**src/rtl/register_write_arbiter.sv**
```systemverilog
// register_write_arbiter
//
// Shares the single write port of the 32x64 register bank between two
// writeback requesters (0 = ALU result, 1 = memory load result). The winner
// of a round-robin arbitration is registered into the bank write inputs. Writes
// to the zero register are accepted but never enabled. The registered write is
// forwarded combinationally to both read ports.
//
// Handshake (both requesters): a write transfers on a rising clock edge where
// validN && readyN. readyN is combinational from valid0, valid1, hold and
// last_grant only (never from addressN/dataN). A requester keeps validN,
// addressN and dataN stable until it is accepted. At most one ready is high.
//
// Ports:
//   clock, reset_n                  clock, asynchronous active-low reset
//   hold                            stall: no grants while high
//   valid0/address0/data0/ready0    requester 0 write channel
//   valid1/address1/data1/ready1    requester 1 write channel
//   write_enable/address/data       registered bank write port
//   read_address1/2                 operand read indices
//   forward_hit1/2, forward_data1/2 forwarding of the registered write
//   last_grant                      requester granted most recently
module register_write_arbiter #(
    parameter int DATA_WIDTH    = 64,
    parameter int ADDR_WIDTH    = 5,
    parameter int ZERO_REGISTER = 31
) (
    input  logic                  clock,
    input  logic                  reset_n,
    input  logic                  hold,
    input  logic                  valid0,
    input  logic [ADDR_WIDTH-1:0] address0,
    input  logic [DATA_WIDTH-1:0] data0,
    output logic                  ready0,
    input  logic                  valid1,
    input  logic [ADDR_WIDTH-1:0] address1,
    input  logic [DATA_WIDTH-1:0] data1,
    output logic                  ready1,
    output logic                  write_enable,
    output logic [ADDR_WIDTH-1:0] write_address,
    output logic [DATA_WIDTH-1:0] write_data,
    input  logic [ADDR_WIDTH-1:0] read_address1,
    input  logic [ADDR_WIDTH-1:0] read_address2,
    output logic                  forward_hit1,
    output logic                  forward_hit2,
    output logic [DATA_WIDTH-1:0] forward_data1,
    output logic [DATA_WIDTH-1:0] forward_data2,
    output logic                  last_grant
);

    localparam logic [ADDR_WIDTH-1:0] ZERO_ADDR = ADDR_WIDTH'(ZERO_REGISTER);

    logic                  grant0;
    logic                  grant1;
    logic                  transfer;
    logic [ADDR_WIDTH-1:0] sel_address;
    logic [DATA_WIDTH-1:0] sel_data;

    logic                  write_enable_q,  write_enable_d;
    logic [ADDR_WIDTH-1:0] write_address_q, write_address_d;
    logic [DATA_WIDTH-1:0] write_data_q,    write_data_d;
    logic                  last_grant_q,    last_grant_d;

    // Round-robin: when both requesters are valid, the one that did not win
    // last time is granted. A lone requester is granted unconditionally.
    always_comb begin
        grant0 = 1'b0;
        grant1 = 1'b0;
        if (!hold) begin
            if (valid0 && valid1) begin
                grant0 = last_grant_q;
                grant1 = !last_grant_q;
            end else begin
                grant0 = valid0;
                grant1 = valid1;
            end
        end
    end

    assign transfer    = grant0 || grant1;
    assign sel_address = grant1 ? address1 : address0;
    assign sel_data    = grant1 ? data1 : data0;

    always_comb begin
        write_enable_d  = 1'b0;
        write_address_d = write_address_q;
        write_data_d    = write_data_q;
        last_grant_d    = last_grant_q;
        if (transfer) begin
            // A zero-register write is consumed (ready, last_grant update)
            // but never reaches the bank.
            write_enable_d  = (sel_address != ZERO_ADDR);
            write_address_d = sel_address;
            write_data_d    = sel_data;
            last_grant_d    = grant1;
        end
    end

    always_ff @(posedge clock or negedge reset_n) begin
        if (!reset_n) begin
            write_enable_q  <= 1'b0;
            write_address_q <= '0;
            write_data_q    <= '0;
            last_grant_q    <= 1'b1;
        end else begin
            write_enable_q  <= write_enable_d;
            write_address_q <= write_address_d;
            write_data_q    <= write_data_d;
            last_grant_q    <= last_grant_d;
        end
    end

    assign ready0        = grant0;
    assign ready1        = grant1;
    assign write_enable  = write_enable_q;
    assign write_address = write_address_q;
    assign write_data    = write_data_q;
    assign last_grant    = last_grant_q;

    // The registered write is what the bank commits next edge, so operand
    // reads of the same index must take it from here.
    assign forward_hit1  = write_enable_q && (write_address_q == read_address1);
    assign forward_hit2  = write_enable_q && (write_address_q == read_address2);
    assign forward_data1 = forward_hit1 ? write_data_q : '0;
    assign forward_data2 = forward_hit2 ? write_data_q : '0;

endmodule

```
**config.mk**
```make
export PLATFORM = sky130hd
export DESIGN_NAME = register_write_arbiter
export DESIGN_NICKNAME = d
export VERILOG_FILES = /design/src/rtl/register_write_arbiter.sv
export SDC_FILE = /design/constraint.sdc
export NUM_CORES = 1
export LEC_CHECK = 0
export CAP_MARGIN = 15
export CELL_PAD_IN_SITES_DETAIL_PLACEMENT = 0
export CELL_PAD_IN_SITES_GLOBAL_PLACEMENT = 1
export CORE_ASPECT_RATIO = 0.9
export CORE_MARGIN = 2
export CORE_UTILIZATION = 24
export DETAILED_ROUTE_END_ITERATION = 16
export HOLD_SLACK_MARGIN = 0.08
export PLACE_DENSITY_LB_ADDON = 0.2
export SLEW_MARGIN = 20
export SYNTH_ARGS = -nofsm -noshare
export SYNTH_HDL_FRONTEND = slang
export SYNTH_SLANG_ARGS = --single-unit
```
**constraint.sdc**
```tcl
create_clock -name clock -period 1.5 [get_ports clock]
set_clock_uncertainty 0.05 [all_clocks]
set_input_delay 0.225 -clock clock [delete_from_list [all_inputs] [get_ports clock]]
set_output_delay 0.225 -clock clock [all_outputs]
set_load 0.03 [all_outputs]
```
# ---- Word level (Yosys, flattened, before mapping)
# Cells that the tools add are included.
dict set report classes {
  n_eq_ne 3
  muxes 9
  n_reduce_logical 5
}
# op count
set ops {}
lappend ops {{64-bit two-way mux} 3}
lappend ops {{5-bit == test} 2}
lappend ops {{1-bit two-way mux} 5}
lappend ops {{5-bit two-way mux} 1}
lappend ops {{5-bit inequality test, second input constant} 1}
lappend ops {{1-bit logical AND} 3}
lappend ops {{1-bit logical NOT} 1}
lappend ops {{1-bit logical OR} 1}
dict set report totals {
  regBits 71
  out_inout_bits 203
  inputBits 153
  elab_cells 21
}

# ---- Depth between registers and ports, before layout
# Gate-level depths: netlist of the first run.
dict set report logic_depth {
  depth_word 6
  depth_mapped 7
  mapped_depth_nobuf 3
}

# ---- Least setup slack after synthesis of the first run
# OpenSTA, ideal clock, no wires.
dict set report synth_path {
  path_kind {register to output}
  from {register write_address_q[1] (netlist: write_address[1])}
  to {output port forward_data1[31]}
  path_buffers 1
  slack_ps -592
  t_required_ps 1225
  stages_incl_launch_ff 5
  arrival_ps 1817
  cell_sequence {dfrtp_1 xnor2_2 nand2_1 buf_2 nor3_1}
}
dict set report synth_via {
  elab_chain_cells 3
}
# item line
set synth_lines {}
lappend synth_lines {{from (decl)} 60} ;# logic [ADDR_WIDTH-1:0] write_address_q, write_address_d;
lappend synth_lines {{from (signal assigned)} 107} ;# write_address_q <= write_address_d;
lappend synth_lines {{5-bit == test} 122} ;# assign forward_hit1 = write_enable_q && (write_address_q == read_address1);
lappend synth_lines {{1-bit logical AND} 122}
lappend synth_lines {{64-bit two-way mux} 124} ;# assign forward_data1 = forward_hit1 ? write_data_q : '0;
lappend synth_lines {{to (decl)} 46} ;# output logic [DATA_WIDTH-1:0] forward_data1,
# Every way passes these cells.

# ---- Final worst setup path of the first run
dict set report layout_path {
  from {register write_address_q[2] (netlist: write_address[2])}
  to {output port forward_data1[6]}
}
# The elaborated chain is that of the path after synthesis.

==> metrics, run 1 <==
fmax 453 MHz; Post-Synthesis Cells 718; CTS root buffer clkbuf_16; Synth area leader dfrtp_1; Starting DRT DRC Count 443; Skew-Pair Late Insertion Delay 0.34 ns; row count 50; Layout Nets 1292; violated checks negative setup slack; setup TNS -80.50 ns; grt ovf 0; Tightest Pin Transition 0.486 ns; crit end category output port; PnR worst setup slack -0.709 ns; Inserted Diodes 0; core box area 21000 um2; max-cap violations 0; DR pass1 iterations 5; Post-Syn Nets 871; DRT antenna net count 0; Via Count 7731; synth cell count leaders nor2_1 (171), nand3_1 (100), dfrtp_1 (70), o21ai_0 (70); main flop type after synthesis dfrtp_1; Port Buf Inserts 355; Die ar. 22800 um2; Synth area leaders dfrtp_1 (34%), nor2_1 (12%), o2111ai_1 (12%); status complete, but fails checks; global-route wire length before repair 45.2 mm; Reg clk slew, reported paths 0.06 ns; initial antenna violation count 0; Seq cells post-synth 71; worst path required time 1.22 ns; syn avg cell area 7.22 um2; routed vias/inst 5.41; Initial Util 0.247; H-tree depth 3; Leakage 4.81 nW; GRT Total Usage 0.259; CTS tree built; vias in the first global route 7558; final hold slack 0.334 ns; detailed-placement wirelength estimate 20.8 mm; share of the synthesized area in the top cell type 0.338; Fin. Hold Viols 0; Max FO, Critical Path 6; layout cells sized above 1 0.457; fin crit share 1.47; finished layout cell area 12800 um2; Cell variety after synth 26; Num CTS Buffers 9; sequential area share after synthesis 0.343; Placed Area 10400 um2; total wire length 33.8 mm; Core Util, Final 0.607; Slew HR 0.676; Final Power 10.5 mW; Clock Path Buffers 2; Peak VDD IR 0.473 mV; Worst Hold Class in -> async; drt drc 0; final setup violating endpoints 133; Die Width 159 um; P&R area growth vs syn 146%; CTS Sinks 71; number of synthesized flops with an enable pin 0; unrepaired setup endpoints after global routing true; crit path DAT 1.93 ns; Slew Limit Fails 0; Setup crit start kind flip-flop; pin count of the biggest net entering global routing 62; Synthesis Warnings 0; routed len/inst 23.6 um; Final GP Congestion 0.776; Die Y 143 um; Period minus WS final 2.21 ns; async set-or-reset flop fraction in the synthesized netlist 1.00; top-count cell post-synth nor2_1; Setup CP Type reg -> out; pwr/cell area 823 nW/um2; Ports 356; Post-Syn Area 5180 um2
==> timing repair <==
| action | CTS | global route |
|---|---|---|
| cloned | 9 | 13 |
| pin swaps | 16 | 88 |
| resized for setup | 232 | 133 |
| hold buffers | 1 | 0 |
| hold endpoints to repair | 23 | 0 |
| setup endpoints to repair | 198 | 187 |
| buffers inserted | 18 | 8 |
==> flip-flops by register name (all words and copies together), names as in the netlist <==
name           count
write_data        64
write_address      5
last_grant         1
write_enable       1
==> where the power goes <==
part,internal [mW],switching (mW),total (mW)
logic,2.50,3.37,5.87
registers,2.19,0.245,2.44
clock network,1.29,0.904,2.19
total,5.98,4.52,10.5
==> worst max-delay path, cell delays in order, from the launching register on <==
cell       delay, ns
dfrtp_2         0.45
xnor2_1         0.20
nand4_1         0.18
buf_6           0.22
buf_12          0.15
clkbuf_16       0.16
nor2_4          0.10
buf_6           0.13
==> per-layer routing <==
metal | up-vias | part of all wire | track usage
li1 | 3483 | - | -
met1 | 3828 | 0.40 | 0.307
met2 | 365 | 0.50 | 0.456
met3 | 55 | 0.070 | 0.0684
met4 | 0 | 0.030 | 0.0909
met5 | - | 0 | 0
==> logic make-up after synthesis <==
logic type / count (synthesis) / synth area share
and+or+nand+nor: 309 / 0.258
AOI/OAI and AO/OA: 211 / 0.272
buffers and inverters: 117 / 0.107
DFF: 71 / 0.343
xor gates and xnor gates: 10 / 0.0198
==> placed cells by master (no fill, tap or decap), types with 2 or more instances in the layout <==
| master | instances |
|---|---|
| clkbuf_2 | 2 |
| clkinv_2 | 2 |
| a31oi_1 | 69 |
| nor2_4 | 87 |
| buf_4 | 96 |
| clkbuf_16 | 20 |
| nor3_4 | 29 |
| clkdlybuf4s50_1 | 150 |
| nand3_4 | 34 |
| buf_8 | 5 |
| nand4_1 | 2 |
| o2111ai_1 | 67 |
| dfrtp_2 | 5 |
| buf_16 | 11 |
| nor2_1 | 70 |
| buf_6 | 128 |
| xnor2_4 | 2 |
| nand3_1 | 42 |
| nand2_8 | 2 |
| o21ai_0 | 69 |
| dlygate4sd2_1 | 63 |
| buf_12 | 39 |
| clkbuf_1 | 3 |
| nor2_2 | 14 |
| o2111ai_2 | 2 |
| inv_2 | 2 |
| inv_1 | 16 |
| xnor2_2 | 7 |
| dfrtp_1 | 64 |
| nand3_2 | 24 |
==> metrics by stage <==
stage | std cells | worst slack, ns
final | 1430 | -0.709
after global routing | 1430 | -0.773
after CTS | 1410 | -0.645
after detailed placement | 1366 | -0.660
after global placement | 1366 | -0.613
after floorplan | 718 | -0.271
==> cell type report <==
class | count | area, um2
tap | 286 | 358
timing repair buffer | 508 | 5710
inverter | 19 | 73.8
clock buffer | 12 | 236
fill | 1828 | 8260
clock inverter | 4 | 47.5
sequential | 71 | 1790
multi-input combinational | 530 | 4550
==> path summary, 6_finish.rpt <==
kind | start | to | slack (ns) | depth (start not counted)
worst max-delay path | write_address[2]$_DFFE_PN0P_ | forward_data1[6] | -0.71 | 7
worst min-delay path | reset_n | write_data[58]$_DFFE_PN0P_ | 0.33 | 2
worst max register to register | last_grant$_DFFE_PN1P_ | write_data[61]$_DFFE_PN0P_ | 0.05 | 5
worst min register to register | write_data[41]$_DFFE_PN0P_ | write_data[41]$_DFFE_PN0P_ | 0.51 | 2
max in group asynchronous | reset_n | write_data[41]$_DFFE_PN0P_ | 0.49 | 3
min in group clock | data0[53] | write_data[53]$_DFFE_PN0P_ | 0.40 | 3
Note: power is estimated with default switching activity, not from simulation.
==> inputs of run 2 (changes only) <==
--- a/config.mk
+++ b/config.mk
@@ -14,6 +14,7 @@
 export DETAILED_ROUTE_END_ITERATION = 16
 export HOLD_SLACK_MARGIN = 0.08
 export PLACE_DENSITY_LB_ADDON = 0.2
+export SETUP_SLACK_MARGIN = 0.4
 export SLEW_MARGIN = 20
 export SYNTH_ARGS = -nofsm -noshare
 export SYNTH_HDL_FRONTEND = slang
==> metrics, run 2 (same netlist as run 1, synthesis figures left out) <==
status complete, but fails checks; violated checks negative setup slack; Clock Path Buffers 2; H-tree depth 3; Period minus WS final 2.18 ns; Fillers 1704; Fin. Hold Viols 0; pin count of the biggest net entering global routing 74; total wire length 36.4 mm; fmax 458 MHz; Peak VDD IR 0.476 mV; pwr/cell area 824 nW/um2; R2R Path End write_data[27]$_DFFE_PN0P_; Die ar. 22800 um2; Slew HR 0.698; Initial Util 0.247; r2r setup slk -0.12 ns; DRT antenna net count 0; core box area 21000 um2; CTS root buffer clkbuf_16; crit end category output port; detailed-placement wirelength estimate 20.5 mm; global-route wire length before repair 51.7 mm; power share of the combinational group 0.587; Skew-Pair Late Insertion Delay 0.34 ns; most frequent cells in the layout buf_6 (195), clkdlybuf4s50_1 (148), buf_4 (103); Via Count 8033; P&R area growth vs syn 168%; layout cells sized above 1 0.576; Setup crit start write_address[4]$_DFFE_PN0P_; post-placement setup slack -0.544 ns; final hold slack 0.391 ns; setup TNS -83.77 ns; Port Buf Inserts 355; Final GP Congestion 0.771; Worst Hold Class in -> async; routed vias/inst 5.44; sw frac 0.418; Slew Limit Fails 0; worst path required time 1.22 ns; initial antenna violation count 3; routed len/inst 24.7 um; CTS tree built; Num CTS Buffers 9; RR Startpoint last_grant$_DFFE_PN1P_; Max FO, Critical Path 23; power share of the clock group 0.196; final setup violating endpoints 196; max reg flops 64; fin crit share 1.46; Pint 6.68 mW; CTS Sinks 71; Tightest Pin Transition 0.454 ns; GRT Total Usage 0.301; Setup crit end forward_data1[41]; PnR worst setup slack -0.684 ns; vias in the first global route 8109; commonest non-fill, non-tap cell in the layout buf_6; reg2reg path depth 8; Setup CP Type reg -> out; row count 50; Die Y 143 um; Psw 4.79 mW; Layout Nets 1335; Starting DRT DRC Count 472; Setup crit start kind flip-flop; max-cap violations 0; DR pass1 iterations 5; drt drc 0; crit path DAT 1.91 ns; unrepaired setup endpoints after global routing true; grt ovf 0; Ports 356; Die Width 159 um; Leakage 5.34 nW; sequential fraction of design power 0.217; Reg clk slew, reported paths 0.06 ns
==> run 2: cell count changes in the layout (fill, tap and decap cells not counted), sizes merged <==
cell | previous run | this run
clkbuf | 25 | 19
clkinvlp | 1 | 0
dlygate4sd2 | 63 | 2
clkdlybuf4s50 | 150 | 148
inv | 19 | 20
diode | 0 | 3
buf | 280 | 391
clkinv | 2 | 3
==> run 2: layer usage <==
metal  vias to the layer above  GRT usage  wire length [um]
met5                         -          0                 0
met4                         0      0.105              1050
met3                        66     0.0719              2530
met2                       381      0.515             17900
met1                      4003      0.374             14900
li1                       3583          -                 -
==> run 2: power by group through the flow <==
| stage | clock (mW) | sequential (mW) | combinational, mW |
|---|---|---|---|
| floorplan | 0 | 3.01 | 1.97 |
| global placement | 0 | 2.48 | 4.63 |
| detailed placement | 0 | 2.47 | 4.65 |
| CTS | 2.26 | 2.47 | 6.16 |
| global route | 2.33 | 2.53 | 7.01 |
| finish | 2.24 | 2.49 | 6.73 |
==> run 2: layout make-up <==
class | count | area [um2] | share of cell area
tap | 286 | 358 | 0.0257
multi-input combinational | 530 | 4660 | 0.335
clock buffer | 12 | 246 | 0.0177
antenna | 3 | 7.51 | 0.000540
sequential | 71 | 1800 | 0.129
timing repair buffer | 550 | 6700 | 0.481
timing repair inverter | 1 | 16.3 | 0.00117
inverter | 19 | 87.6 | 0.00629
clock inverter | 4 | 45.0 | 0.00324
==> run 2: worst max-delay path: stages (launching register included) <==
cell and delay, ns:
dfrtp_2 0.46, xnor2_2 0.19, nand4_1 0.18, buf_6 0.18, buf_12 0.17, nor3_4 0.19, buf_6 0.15
==> run 2: per-stage QoR <==
stage	power (mW)	util	cell area, um2	std cells
finish	11.5	0.662	13900	1476
global route	11.9	0.662	13900	1475
CTS	10.9	0.618	13000	1454
detailed placement	7.12	0.497	10400	1369
global placement	7.11	0.497	10400	1369
floorplan	4.98	-	6350	718
==> run 2: worst min-delay path by stage <==
stage,from,end,slack (ns),cells after the start
after floorplan,reset_n,write_address[0]$_DFFE_PN0P_,-0.12,0
after global placement,reset_n,write_data[54]$_DFFE_PN0P_,0.23,2
after detailed placement,reset_n,write_data[54]$_DFFE_PN0P_,0.24,2
after CTS,data0[21],write_data[21]$_DFFE_PN0P_,0.39,3
after global routing,data0[52],write_data[52]$_DFFE_PN0P_,0.40,3
final,reset_n,write_data[54]$_DFFE_PN0P_,0.39,3
==> run 2: repair_timing <==
item | 4_1_cts | 5_1_grt
setup endpoints to repair | 274 | 274
endpoints found under the hold margin | 70 | 0
resized for setup | 715 | 148
buffers inserted | 38 | 12
cloned | 30 | 7
pin swaps | 52 | 66
hold buffers | 1 | 0
==> inputs of run 3 (changes only) <==
--- a/config.mk
+++ b/config.mk
@@ -13,7 +13,7 @@
 export CORE_UTILIZATION = 24
 export DETAILED_ROUTE_END_ITERATION = 16
 export HOLD_SLACK_MARGIN = 0.08
-export PLACE_DENSITY_LB_ADDON = 0.2
+export PLACE_DENSITY = 0.8
 export SETUP_SLACK_MARGIN = 0.4
 export SLEW_MARGIN = 20
 export SYNTH_ARGS = -nofsm -noshare
==> metrics, run 3 (same netlist as run 1, synthesis figures left out) <==
max incr delay on CP 0.43 ns; violated checks negative setup slack; CTS Sinks 71; sequential fraction of design power 0.205; DRT antenna net count 0; max-cap violations 0; core box area 21000 um2; Die Y 143 um; Starting DRT DRC Count 623; Port Buf Inserts 355; Critical Path, Cell by Cell buf_6, xnor2_4, buf_12, buf_12, buf_12, clkbuf_16, nand3_4, nor2_4, buf_6; global-route wire length before repair 51.2 mm; area of the multi-input gates 5050 um2; Ports 356; Via Count 8485; Reg clk slew, reported paths 0.07 ns; Skew-Pair Late Insertion Delay 0.34 ns; Sequential Area 1800 um2; unrepaired setup endpoints after global routing true; vias in the first global route 7928; Psw 5.10 mW; commonest non-fill, non-tap cell in the layout buf_6; GRT Total Usage 0.299; sw frac 0.415; final hold slack 0.338 ns; P&R area growth vs syn 182%; Final GP Congestion 0.848; Num CTS Buffers 9; status complete, but fails checks; initial antenna violation count 4; Setup CP Type reg -> out; Initial Util 0.247; row count 50; pin count of the biggest net entering global routing 69; worst path required time 1.22 ns; total wire length 39.2 mm; met2 usage 0.497; CTS tree built; Period minus WS final 2.27 ns; r2r setup slk -0.15 ns; met3 Track Usage GR 0.0655; grt ovf 0; Buffers & Inverters on Critical Path 6; Clock Path Buffers 2; post-placement setup slack -0.681 ns; Core Util, Final 0.695; Most Crowded Layer GR met2; Pint 7.18 mW; H-tree depth 3; Die ar. 22800 um2; CTS root buffer clkbuf_16; Fillers 1490; power share of the clock group 0.201; drt drc 0; crit path DAT 2.00 ns; Setup crit start kind flip-flop; max reg flops 64; Leakage 5.52 nW; top cell family by delay on the critical path buffers and inverters; most used cell along the critical path buf_12; fmax 441 MHz; Slew Limit Fails 0; Slowest-stage cell, CP dfrtp_2; most frequent cells in the layout buf_6 (191), clkdlybuf4s50_1 (148), buf_4 (91); PnR worst setup slack -0.770 ns; Slew HR 0.672; Setup crit start write_address[1]$_DFFE_PN0P_; fin crit share 1.51; Max FO, Critical Path 7; Tightest Pin Transition 0.492 ns; power share of the combinational group 0.594; pwr/cell area 841 nW/um2; detailed-placement wirelength estimate 20.4 mm; DR pass1 iterations 5; crit end category output port; Die Width 159 um; routed len/inst 26.5 um; Layout Nets 1338; layout cells sized above 1 0.621; Peak VDD IR 0.453 mV; M1 GR Usage 0.379; Worst Hold Class in -> async; Fin. Hold Viols 0; final setup violating endpoints 204; routed vias/inst 5.74; RR Startpoint last_grant$_DFFE_PN1P_
run 3: cell types whose count changed in the layout (fill, tap and decap cells not counted), moves of 12 or more:
cell	before	now
o2111ai_2	34	48
buf_4	103	91
buf_12	50	64
nand3_1	67	37
nand3_2	19	35
o2111ai_1	33	18
nand3_4	14	28
run 3: final timing paths:
kind                                                   end  cells after the start
worst min-delay path            write_data[50]$_DFFE_PN0P_                      3
min in group clock               write_data[0]$_DFFE_PN0P_                      3
max in group asynchronous       write_data[18]$_DFFE_PN0P_                      3
worst max-delay path                     forward_data1[18]                      9
worst max register to register  write_data[57]$_DFFE_PN0P_                      7
worst min register to register  write_data[33]$_DFFE_PN0P_                      2
run 3: timing repair:
item | CTS | global route
buffers inserted | 34 | 24
cloned | 29 | 12
hold endpoints to repair | 71 | 0
hold buffers | 1 | 0
resized for setup | 670 | 256
pin swaps | 45 | 123
endpoints found under the setup margin | 274 | 274
run 3: per-layer routing:
metal,part of all wire,wire (um)
met1,0.39,15300
met2,0.49,19000
met3,0.083,3240
met4,0.041,1620
met5,0.00033,13
run 3: worst min-delay path, stage by stage:
cell and delay, ns:
dlygate4sd3_1 0.53, buf_4 0.12, buf_12 0.23
run 3: power groups by stage:
stage | registers (mW) | logic [mW] | clock network [mW]
detailed placement | 2.49 | 4.64 | 0
floorplan | 3.01 | 1.97 | 0
CTS | 2.46 | 6.06 | 2.48
global placement | 2.49 | 4.62 | 0
finish | 2.52 | 7.30 | 2.47
global route | 2.54 | 7.54 | 2.57
run 3: layout make-up:
type,count,area share
Inverter,19,0.00599
Antenna cell,3,0.000514
Clock buffer,13,0.0178
Multi-Input combinational cell,530,0.346
Timing Repair Buffer,554,0.478
Sequential cell,71,0.123
Clock inverter,3,0.00445
Tap cell,286,0.0245
run 3: stage by stage:
stage / instance area, um2 / setup TNS (ns) / total power, mW / cells
final: 14600 / -91.27 / 12.3 / 1479
after global placement: 10400 / -79.76 / 7.10 / 1360
after detailed placement: 10400 / -83.53 / 7.12 / 1360
after global routing: 14600 / -101.96 / 12.7 / 1479
after CTS: 12900 / -86.10 / 11.0 / 1440
after floorplan: 6350 / -26.20 / 4.98 / 718
